`config.mk`:
```
export PLATFORM = sky130hd
export DESIGN_NAME = pixel_plot_arbiter
export DESIGN_NICKNAME = d
export VERILOG_FILES = /design/src/rtl/pixel_plot_arbiter_pkg.sv /design/src/rtl/pixel_plot_arbiter_plot_fifo.sv /design/src/rtl/pixel_plot_arbiter.sv
export SDC_FILE = /design/constraint.sdc
export NUM_CORES = 1
export LEC_CHECK = 0
export CAP_MARGIN = 30
export CORE_ASPECT_RATIO = 0.7
export CORE_MARGIN = 2
export CORE_UTILIZATION = 30
export CTS_BUF_LIST = sky130_fd_sc_hd__clkbuf_16
export DETAILED_ROUTE_END_ITERATION = 8
export GPL_ROUTABILITY_DRIVEN = 1
export HOLD_SLACK_MARGIN = 0.15
export PLACE_DENSITY = 0.5
export SYNTH_ARGS = -nofsm -noshare
export SYNTH_HDL_FRONTEND = slang
export SYNTH_HIERARCHICAL = 1
export SYNTH_SLANG_ARGS = --single-unit
```
`constraint.sdc`:
```
create_clock -name clk -period 5.15 [get_ports clk]
set_clock_uncertainty 0.2 [all_clocks]
set_input_delay 0.515 -clock clk [delete_from_list [all_inputs] [get_ports clk]]
set_output_delay 0.515 -clock clk [all_outputs]
set_load 0.02 [all_outputs]
```
`src/rtl/pixel_plot_arbiter_pkg.sv`:
```
// Shared screen geometry, colour codes, FSM encoding and pixel-entry layout
// for the pixel plot arbiter and its FIFO.
package pixel_plot_arbiter_pkg;

    localparam int SCREEN_W = 160;
    localparam int SCREEN_H = 120;
    localparam int X_W      = 8;
    localparam int Y_W      = 7;
    localparam int COL_W    = 3;

    localparam logic [COL_W-1:0] COL_BLACK = 3'b000;
    localparam logic [COL_W-1:0] COL_WHITE = 3'b111;
    localparam logic [COL_W-1:0] COL_RED   = 3'b100;

    typedef enum logic {
        S_CLEAR = 1'b0,
        S_RUN   = 1'b1
    } state_t;

    typedef struct packed {
        logic [X_W-1:0]   x;
        logic [Y_W-1:0]   y;
        logic [COL_W-1:0] colour;
    } pix_t;

    localparam int PIX_W = $bits(pix_t);

    function automatic logic pix_in_range(
        input logic [X_W-1:0] px,
        input logic [Y_W-1:0] py,
        input int             x_max,
        input int             y_max
    );
        return (int'(px) <= x_max) && (int'(py) <= y_max);
    endfunction

endpackage

```
`src/rtl/pixel_plot_arbiter_plot_fifo.sv`:
```
// Single-clock FIFO for pending pixel writes; flush empties it in one edge.
// Push while full and pop while empty are ignored.
module plot_fifo #(
    parameter int WIDTH = 18,
    parameter int DEPTH = 8
) (
    input  logic                     clk,
    input  logic                     rst_n,
    input  logic                     flush,
    input  logic                     push,
    input  logic [WIDTH-1:0]         din,
    input  logic                     pop,
    output logic [WIDTH-1:0]         dout,
    output logic                     full,
    output logic                     empty,
    output logic [$clog2(DEPTH):0]   count
);

    localparam int AW = $clog2(DEPTH);
    localparam logic [AW:0] FULL_CNT = DEPTH[AW:0];

    logic [WIDTH-1:0] r_mem [DEPTH];
    logic [AW-1:0]    r_wr_ptr;
    logic [AW-1:0]    r_rd_ptr;
    logic [AW:0]      r_count;
    logic             w_push;
    logic             w_pop;

    assign full   = (r_count == FULL_CNT);
    assign empty  = (r_count == '0);
    assign count  = r_count;
    assign dout   = r_mem[r_rd_ptr];
    assign w_push = push && !full;
    assign w_pop  = pop && !empty;

    always_ff @(posedge clk) begin
        if (w_push && !flush) begin
            r_mem[r_wr_ptr] <= din;
        end
    end

    always_ff @(posedge clk or negedge rst_n) begin
        if (!rst_n) begin
            r_wr_ptr <= '0;
            r_rd_ptr <= '0;
            r_count  <= '0;
        end else if (flush) begin
            r_wr_ptr <= '0;
            r_rd_ptr <= '0;
            r_count  <= '0;
        end else begin
            if (w_push) begin
                r_wr_ptr <= r_wr_ptr + 1'b1;
            end
            if (w_pop) begin
                r_rd_ptr <= r_rd_ptr + 1'b1;
            end
            case ({w_push, w_pop})
                2'b10:   r_count <= r_count + 1'b1;
                2'b01:   r_count <= r_count - 1'b1;
                default: r_count <= r_count;
            endcase
        end
    end

endmodule

```
`src/rtl/pixel_plot_arbiter.sv`:
```
// Owns the VGA plot port: food-over-snake arbitration into a FIFO, one plot per clk.
// S_CLEAR | sweeping CLEAR_COLOUR over the whole screen   S_RUN | draining queued pixel writes
module pixel_plot_arbiter
    import pixel_plot_arbiter_pkg::*;
#(
    parameter int               FIFO_DEPTH   = 8,
    parameter int               X_MAX        = SCREEN_W - 1,
    parameter int               Y_MAX        = SCREEN_H - 1,
    parameter logic [COL_W-1:0] CLEAR_COLOUR = COL_BLACK
) (
    input  logic             clk,
    input  logic             reset_n,
    input  logic             clear_req,
    input  logic             snake_valid,
    input  logic [X_W-1:0]   snake_x,
    input  logic [Y_W-1:0]   snake_y,
    input  logic [COL_W-1:0] snake_colour,
    output logic             snake_ready,
    input  logic             food_valid,
    input  logic [X_W-1:0]   food_x,
    input  logic [Y_W-1:0]   food_y,
    input  logic [COL_W-1:0] food_colour,
    output logic             food_ready,
    output logic [X_W-1:0]   x,
    output logic [Y_W-1:0]   y,
    output logic [COL_W-1:0] colour,
    output logic             plot,
    output logic             busy
);

    localparam int CNT_W = $clog2(FIFO_DEPTH) + 1;
    localparam logic [X_W-1:0] X_LAST = X_MAX[X_W-1:0];
    localparam logic [Y_W-1:0] Y_LAST = Y_MAX[Y_W-1:0];

    state_t           r_state;
    logic [X_W-1:0]   r_sx;
    logic [Y_W-1:0]   r_sy;
    logic [X_W-1:0]   r_x;
    logic [Y_W-1:0]   r_y;
    logic [COL_W-1:0] r_colour;
    logic             r_plot;

    pix_t             w_sel;
    pix_t             w_head;
    logic             w_run_open;
    logic             w_handshake;
    logic             w_push;
    logic             w_pop;
    logic             w_full;
    logic             w_empty;
    logic [CNT_W-1:0] w_count;

    // clear_req blocks acceptance in its own cycle so nothing slips past the flush
    assign w_run_open  = (r_state == S_RUN) && !w_full && !clear_req;
    assign food_ready  = w_run_open && food_valid;
    assign snake_ready = w_run_open && !food_valid;

    assign w_sel = food_valid ? pix_t'({food_x, food_y, food_colour})
                              : pix_t'({snake_x, snake_y, snake_colour});
    assign w_handshake = (food_valid && food_ready) || (snake_valid && snake_ready);
    assign w_push      = w_handshake && pix_in_range(w_sel.x, w_sel.y, X_MAX, Y_MAX);
    assign w_pop       = (r_state == S_RUN) && !w_empty && !clear_req;

    plot_fifo #(
        .WIDTH (PIX_W),
        .DEPTH (FIFO_DEPTH)
    ) u_plot_fifo (
        .clk   (clk),
        .rst_n (reset_n),
        .flush (clear_req),
        .push  (w_push),
        .din   (w_sel),
        .pop   (w_pop),
        .dout  (w_head),
        .full  (w_full),
        .empty (w_empty),
        .count (w_count)
    );

    always_ff @(posedge clk or negedge reset_n) begin
        if (!reset_n) begin
            r_state  <= S_CLEAR;
            r_sx     <= '0;
            r_sy     <= '0;
            r_x      <= '0;
            r_y      <= '0;
            r_colour <= '0;
            r_plot   <= 1'b0;
        end else if (clear_req) begin
            r_state  <= S_CLEAR;
            r_sx     <= '0;
            r_sy     <= '0;
            r_x      <= '0;
            r_y      <= '0;
            r_colour <= CLEAR_COLOUR;
            r_plot   <= 1'b1;
        end else begin
            case (r_state)
                S_CLEAR: begin
                    r_x      <= r_sx;
                    r_y      <= r_sy;
                    r_colour <= CLEAR_COLOUR;
                    r_plot   <= 1'b1;
                    if (r_sx == X_LAST) begin
                        r_sx <= '0;
                        if (r_sy == Y_LAST) begin
                            r_sy    <= '0;
                            r_state <= S_RUN;
                        end else begin
                            r_sy <= r_sy + 1'b1;
                        end
                    end else begin
                        r_sx <= r_sx + 1'b1;
                    end
                end
                S_RUN: begin
                    if (w_pop) begin
                        r_x      <= w_head.x;
                        r_y      <= w_head.y;
                        r_colour <= w_head.colour;
                        r_plot   <= 1'b1;
                    end else begin
                        r_plot   <= 1'b0;
                    end
                end
            endcase
        end
    end

    assign x      = r_x;
    assign y      = r_y;
    assign colour = r_colour;
    assign plot   = r_plot;
    assign busy   = (r_state == S_CLEAR) || (w_count != '0);

endmodule

```
Word-level counts from Yosys, hierarchy flattened. Memory sizes are Yosys's and may differ from the RTL's. Index checks and enable logic that the tools add are counted.

Register bits: 45. Bits in writable memories: 144. Input bits: 41. Output and inout bits: 22. Logic and storage cells: 85. Memories kept: 1.

Add/subtract/negate cells: 6. $lt $le $gt $ge: 2. Eq/ne operators: 7. Muxes and demuxes: 32. Bitwise operators: 1. Reductions and logical operators: 26.

Memories: u_plot_fifo.r_mem (words 8, width 18, read ports 1, clocked after memory_dff 0, write ports 1, line pixel_plot_arbiter_plot_fifo.sv:22) `logic [WIDTH-1:0] r_mem [DEPTH];`.

Operators by type and width (count): $mux 7 (6); $mux 8 (5); $mux 18 (1); $mux 3 (6); $pmux 8 s2 (1); $pmux 7 s2 (1); $logic_and 1x1->1 (13); $add 8x1->8 const B (1); $eq 8x8->1 const B (1); $le 8x8->1 const B (1); $mux 1 (8); $pmux 4 s2 (1); $add 7x1->7 const B (1); $eq 7x7->1 const B (1); $le 7x7->1 const B (1); $add 3x1->3 const B (2); $pmux 3 s2 (1); $reduce_bool 2->1 (3); $add 4x1->4 const B (1); $eq 4x4->1 const B (1); $logic_not 1->1 (4); $logic_not 4->1 (1); $mux 4 (1); $reduce_bool 4->1 (1); other kinds (10) (11).

Logic depth before layout (Yosys ltp).
Word-level depth: 12. Gate-level depth with buffers: 12. Gate-level depth less buffers: 10.

By module. The synthesis kept the hierarchy.

By module, submodules not included: plot_fifo (times used 1, cells each 285, area an instance 6104.6 µm², seq. area each 4574.4 µm²); pixel_plot_arbiter (times used 1, cells each 194, area an instance 1973.1 µm², seq. area each 875.8 µm²).

Worst setup path after synthesis. Ideal clock, no wire load.

Path type: input -> register. Start: input food_valid. End: memory u_plot_fifo.r_mem[0][0], enable pin. Setup time: 416 ps. Arrival: 3312 ps. Data required time: 4534 ps. Path slack: 1222 ps. Cell stages on the path: 9. Path buffers: 2. Cells stage by stage: buf_2 -> mux2_2 -> nand4_1 -> nand2_1 -> nor4_1 -> clkbuf_1 -> and3b_2 -> nand2b_1 -> nor3_1.

RTL lines: from (decl) (line pixel_plot_arbiter.sv:19) `input logic food_valid,`; to (decl) (line pixel_plot_arbiter_plot_fifo.sv:22).

==> flow_summary_export.csv <==
group,metric,value,unit
status,status,"complete, no violations",
synthesis,synth_top_area_share,0.5353,
die,start_util,0.3038,
global_routing,grt_overflow_total,0,
synthesis,yosys_warnings,6,
synthesis,yosys.area.top_type,"edfxtp_1",
synthesis,synthDistinctLibCells,50,
synthesis,syn_inst,479,
synthesis,syn_area,0.008078,mm²
synthesis,synth-simple-area-share,0.06211,
detailed_routing,first_pass_iters,4,
worst_hold_path,hp-start,"colour[1]",
global_routing,grt_usage,0.1334,
synthesis,synthMuxAreaShare,0.1805,
timing,setup_viol,0,
timing,min_period,3668,ps
worst_setup_path,cp.arrival,3790,ps
worst_setup_path,r2r_slack,1820,ps
cts,htree_levels,4,
pwr,power,0.003026,W
detailed_routing,viasPerCell,4.791,
place,placed_cell_area,0.009211,mm²
finish,final_nets,606,
global_routing,grt_pass1_vias,4712,
finish,antenna_cells,0,
die,fp.dieH,141.3,µm
detailed_routing,vias,4480,
global_routing,antenna_found_initial,0,
cts,cts_resized,0,
synthesis,synth_compound_area_frac,0.04120,
cts,clk_latency,430,ps
worst_setup_path,cp_top_family,"buffers and inverters",
synthesis,synth_top_family_by_area,"multiplexers",
synthesis,synth.ff_latch_count,189,
die,top_level_ports,63,
cts,clock-root-buffer,"clkbuf_16",
synthesis,synth_most_common_cell,"edfxtp_1",
detailed_routing,drtIter0Drc,254,
cts,cts_tree,"yes",
detailed_routing,wire_per_inst,19.35,µm
worst_setup_path,cp_max_fo,12,
synthesis,synth_commonest_cells,"edfxtp_1 (144), dfrtp_1 (45), nor2_1 (45)",
place,dpl.hpwl,11720,µm
synthesis,synth_nets,527,
finish,area_growth,21.11,%
die,die_area,0.02828,mm²
finish,multi_input_area,0.002509,mm²
timing,layout_setup_ws,1482,ps
pwr,power.leakage,3.405,nW
detailed_routing,detail_route.drc_violations,0,
worst_setup_path,r2r_cells,10,
timing,finalSetupTns,0,ps
worst_setup_path,slowest_delay,500,ps
finish,stdcell_area,0.009783,mm²
synthesis,post_synth_xor_area_fraction,0.01301,
finish,nFillCells,2506,
synthesis,synth_edf_count,144,
die,rows,50,
worst_hold_path,hp-class,"register to register",
synthesis,synth-async-reset-ratio,0.2381,
timing,hold_violations,0,
timing,drv_slew,0,
worst_setup_path,reg2reg_from,"r_state",
timing,fmax,272.6,MHz
cts,cts_buffers,17,
detailed_routing,ant_nets,0,
detailed_routing,finalWirelength,18090,µm
detailed_routing,wl_met1,8617,µm
job,drv_cap,0,
cts,cts.sink_count,189,
place,routabilityCongestion,0.7623,
timing,rsz0062_at_grt,"false",
finish,drive_gt1_frac,0.2399,
global_routing,grt_pass1_wl,27950,µm
detailed_routing,wl_met2,8397,µm
synthesis,ys_seq_area_frac,0.6747,
worst_setup_path,required,5270,ps
pwr,power_density,309.3,mW/mm²
timing,period_share,0.7122,
finish,ff_latch_area,0.005451,mm²
die,core-area,0.02659,mm²
place,dp_slack,958.7,ps
worst_setup_path,path_cells,"clkdlybuf4s50_1 -> buf_4 -> mux2_2 -> o21ai_0 -> nand2_1 -> nor4_1 -> buf_4 -> a21oi_4 -> ha_1 -> a21oi_1 -> nand2_1 -> or4b_1 -> o311ai_1",
worst_setup_path,cp_slowest_cell,"or4b_1",
detailed_routing,topRoutingLayerUsed,"met4",
worst_setup_path,cp_num_buf_inv,3,
worst_hold_path,holdPathStages,2,
worst_setup_path,path_class,"input pin to register",
die,die_x,200.1,µm
cts,cts_max_path_buffers,2,
worst_hold_path,whs_endpoint,"colour[1]",
synthesis,avgSynthCellArea,16.86,µm²
place,port_buffers,62,
worst_setup_path,critPathLaunchType,"input pin",
cts,path_clk_slew,80,ps
timing,worstMarginPinSlew,782.7,ps
synthesis,synthAdderAreaFrac,0.01177,
synthesis,ys.flop_type,"edfxtp_1",
worst_setup_path,r2r-end,"u_plot_fifo/count[3]",
global_routing,grt_max_degree,46,
timing,slew_headroom,0.4725,
worst_setup_path,endpoint_kind,"register",
synthesis,synthTopCellsByArea,"edfxtp_1 (54%), dfrtp_1 (14%), mux4_2 (10%), mux2_2 (5.2%), mux2i_1 (2.9%)",
detailed_routing,wl_met3,839,µm
pwr,ir_worst_vdd,0.2145,mV
## placed cells by master, fill, tap and decap left out, types with 2 or more instances in the layout
| cell type | instances |
|---|---|
| nor2_1 | 45 |
| ha_1 | 6 |
| nand3_1 | 9 |
| a22o_1 | 3 |
| mux2i_1 | 23 |
| nand2b_1 | 3 |
| clkbuf_16 | 20 |
| nand2_1 | 16 |
| nand4_1 | 3 |
| mux4_2 | 36 |
| buf_4 | 22 |
| clkdlybuf4s50_1 | 61 |
| edfxtp_1 | 144 |
| o21ai_0 | 5 |
| nor4_1 | 5 |
| nor3_1 | 4 |
| a21oi_1 | 5 |
| inv_4 | 4 |
| nor3b_1 | 2 |
| xnor2_1 | 8 |
| xor2_1 | 4 |
| o21a_1 | 2 |
| nor2b_1 | 3 |
| nor3_2 | 2 |
| a211oi_1 | 17 |
| mux2_2 | 37 |
| inv_1 | 7 |
| inv_2 | 3 |
| dfrtp_1 | 44 |
## sequential cells by signal (all words and copies together) (netlist names)
signal                count
plot                      1
y                         7
u_plot_fifo/r_rd_ptr      3
u_plot_fifo/count         4
u_plot_fifo/r_mem       144
r_sy                      7
x                         8
u_plot_fifo/r_wr_ptr      3
colour                    3
r_sx                      8
r_state                   1
## metrics by stage
stage / util / cells / hold WS (ps)
6_report: 0.3680 / 935 / 337.8
2_1_floorplan: - / 479 / 19.41
5_1_grt: 0.3680 / 935 / 357.7
3_3_place_gp: 0.3464 / 902 / 312.2
4_1_cts: 0.3680 / 935 / 343.6
3_5_place_dp: 0.3464 / 902 / 328.4
## cell type report
type,instances,share of cell area
Sequential cell,189,0.5572
Multi-Input combinational cell,261,0.2564
Timing Repair Buffer,85,0.08083
Clock buffer,20,0.05116
Tap cell,364,0.04655
Clock inverter,12,0.006267
Inverter,4,0.001535
## routing by layer
metal | vias up | GRT usage
met5 | - | 0
met4 | 0 | 0.03771
met3 | 15 | 0.03078
met2 | 106 | 0.2103
met1 | 2322 | 0.1857
li1 | 2037 | -
## cell families (layout without fill, tap and decap cells)
logic type,count (synthesis),count (layout)
flip-flops,189,189
XOR/XNOR,12,12
buffers and inverters,29,121
adder cells (fa/ha/maj),7,7
AND/OR/NAND/NOR,103,103
multiplexers,96,96
AO/OA/AOI/OAI,43,43
## how the worst max path moves through the flow
stage / startpoint / endpoint / slack (ps) / cells after the start
floorplan: food_valid / u_plot_fifo/r_mem[0][0] / 1220 / 9
global placement: food_valid / u_plot_fifo/count[3] / 1030 / 13
detailed placement: food_valid / u_plot_fifo/count[3] / 960 / 13
CTS: food_valid / u_plot_fifo/count[3] / 1430 / 13
global route: food_valid / u_plot_fifo/count[3] / 1190 / 13
finish: food_valid / u_plot_fifo/count[3] / 1480 / 13
## what timing repair did
action / in CTS / in global routing
endpoints found under the hold margin: 45 / 0
hold buffers: 1 / 0
buffers inserted: 0 / 0
## tightest hold or removal path, stage by stage, from the launching register on
cell     delay [ps]
dfrtp_1         350
mux2i_1          70
nor2_1           70
## power breakdown
group / switching (W) / internal [W]
Sequential: 0.00000660 / 0.00166
Clock: 0.000552 / 0.000697
Combinational: 0.0000604 / 0.0000527
Power figures use the tool's default switching activity.
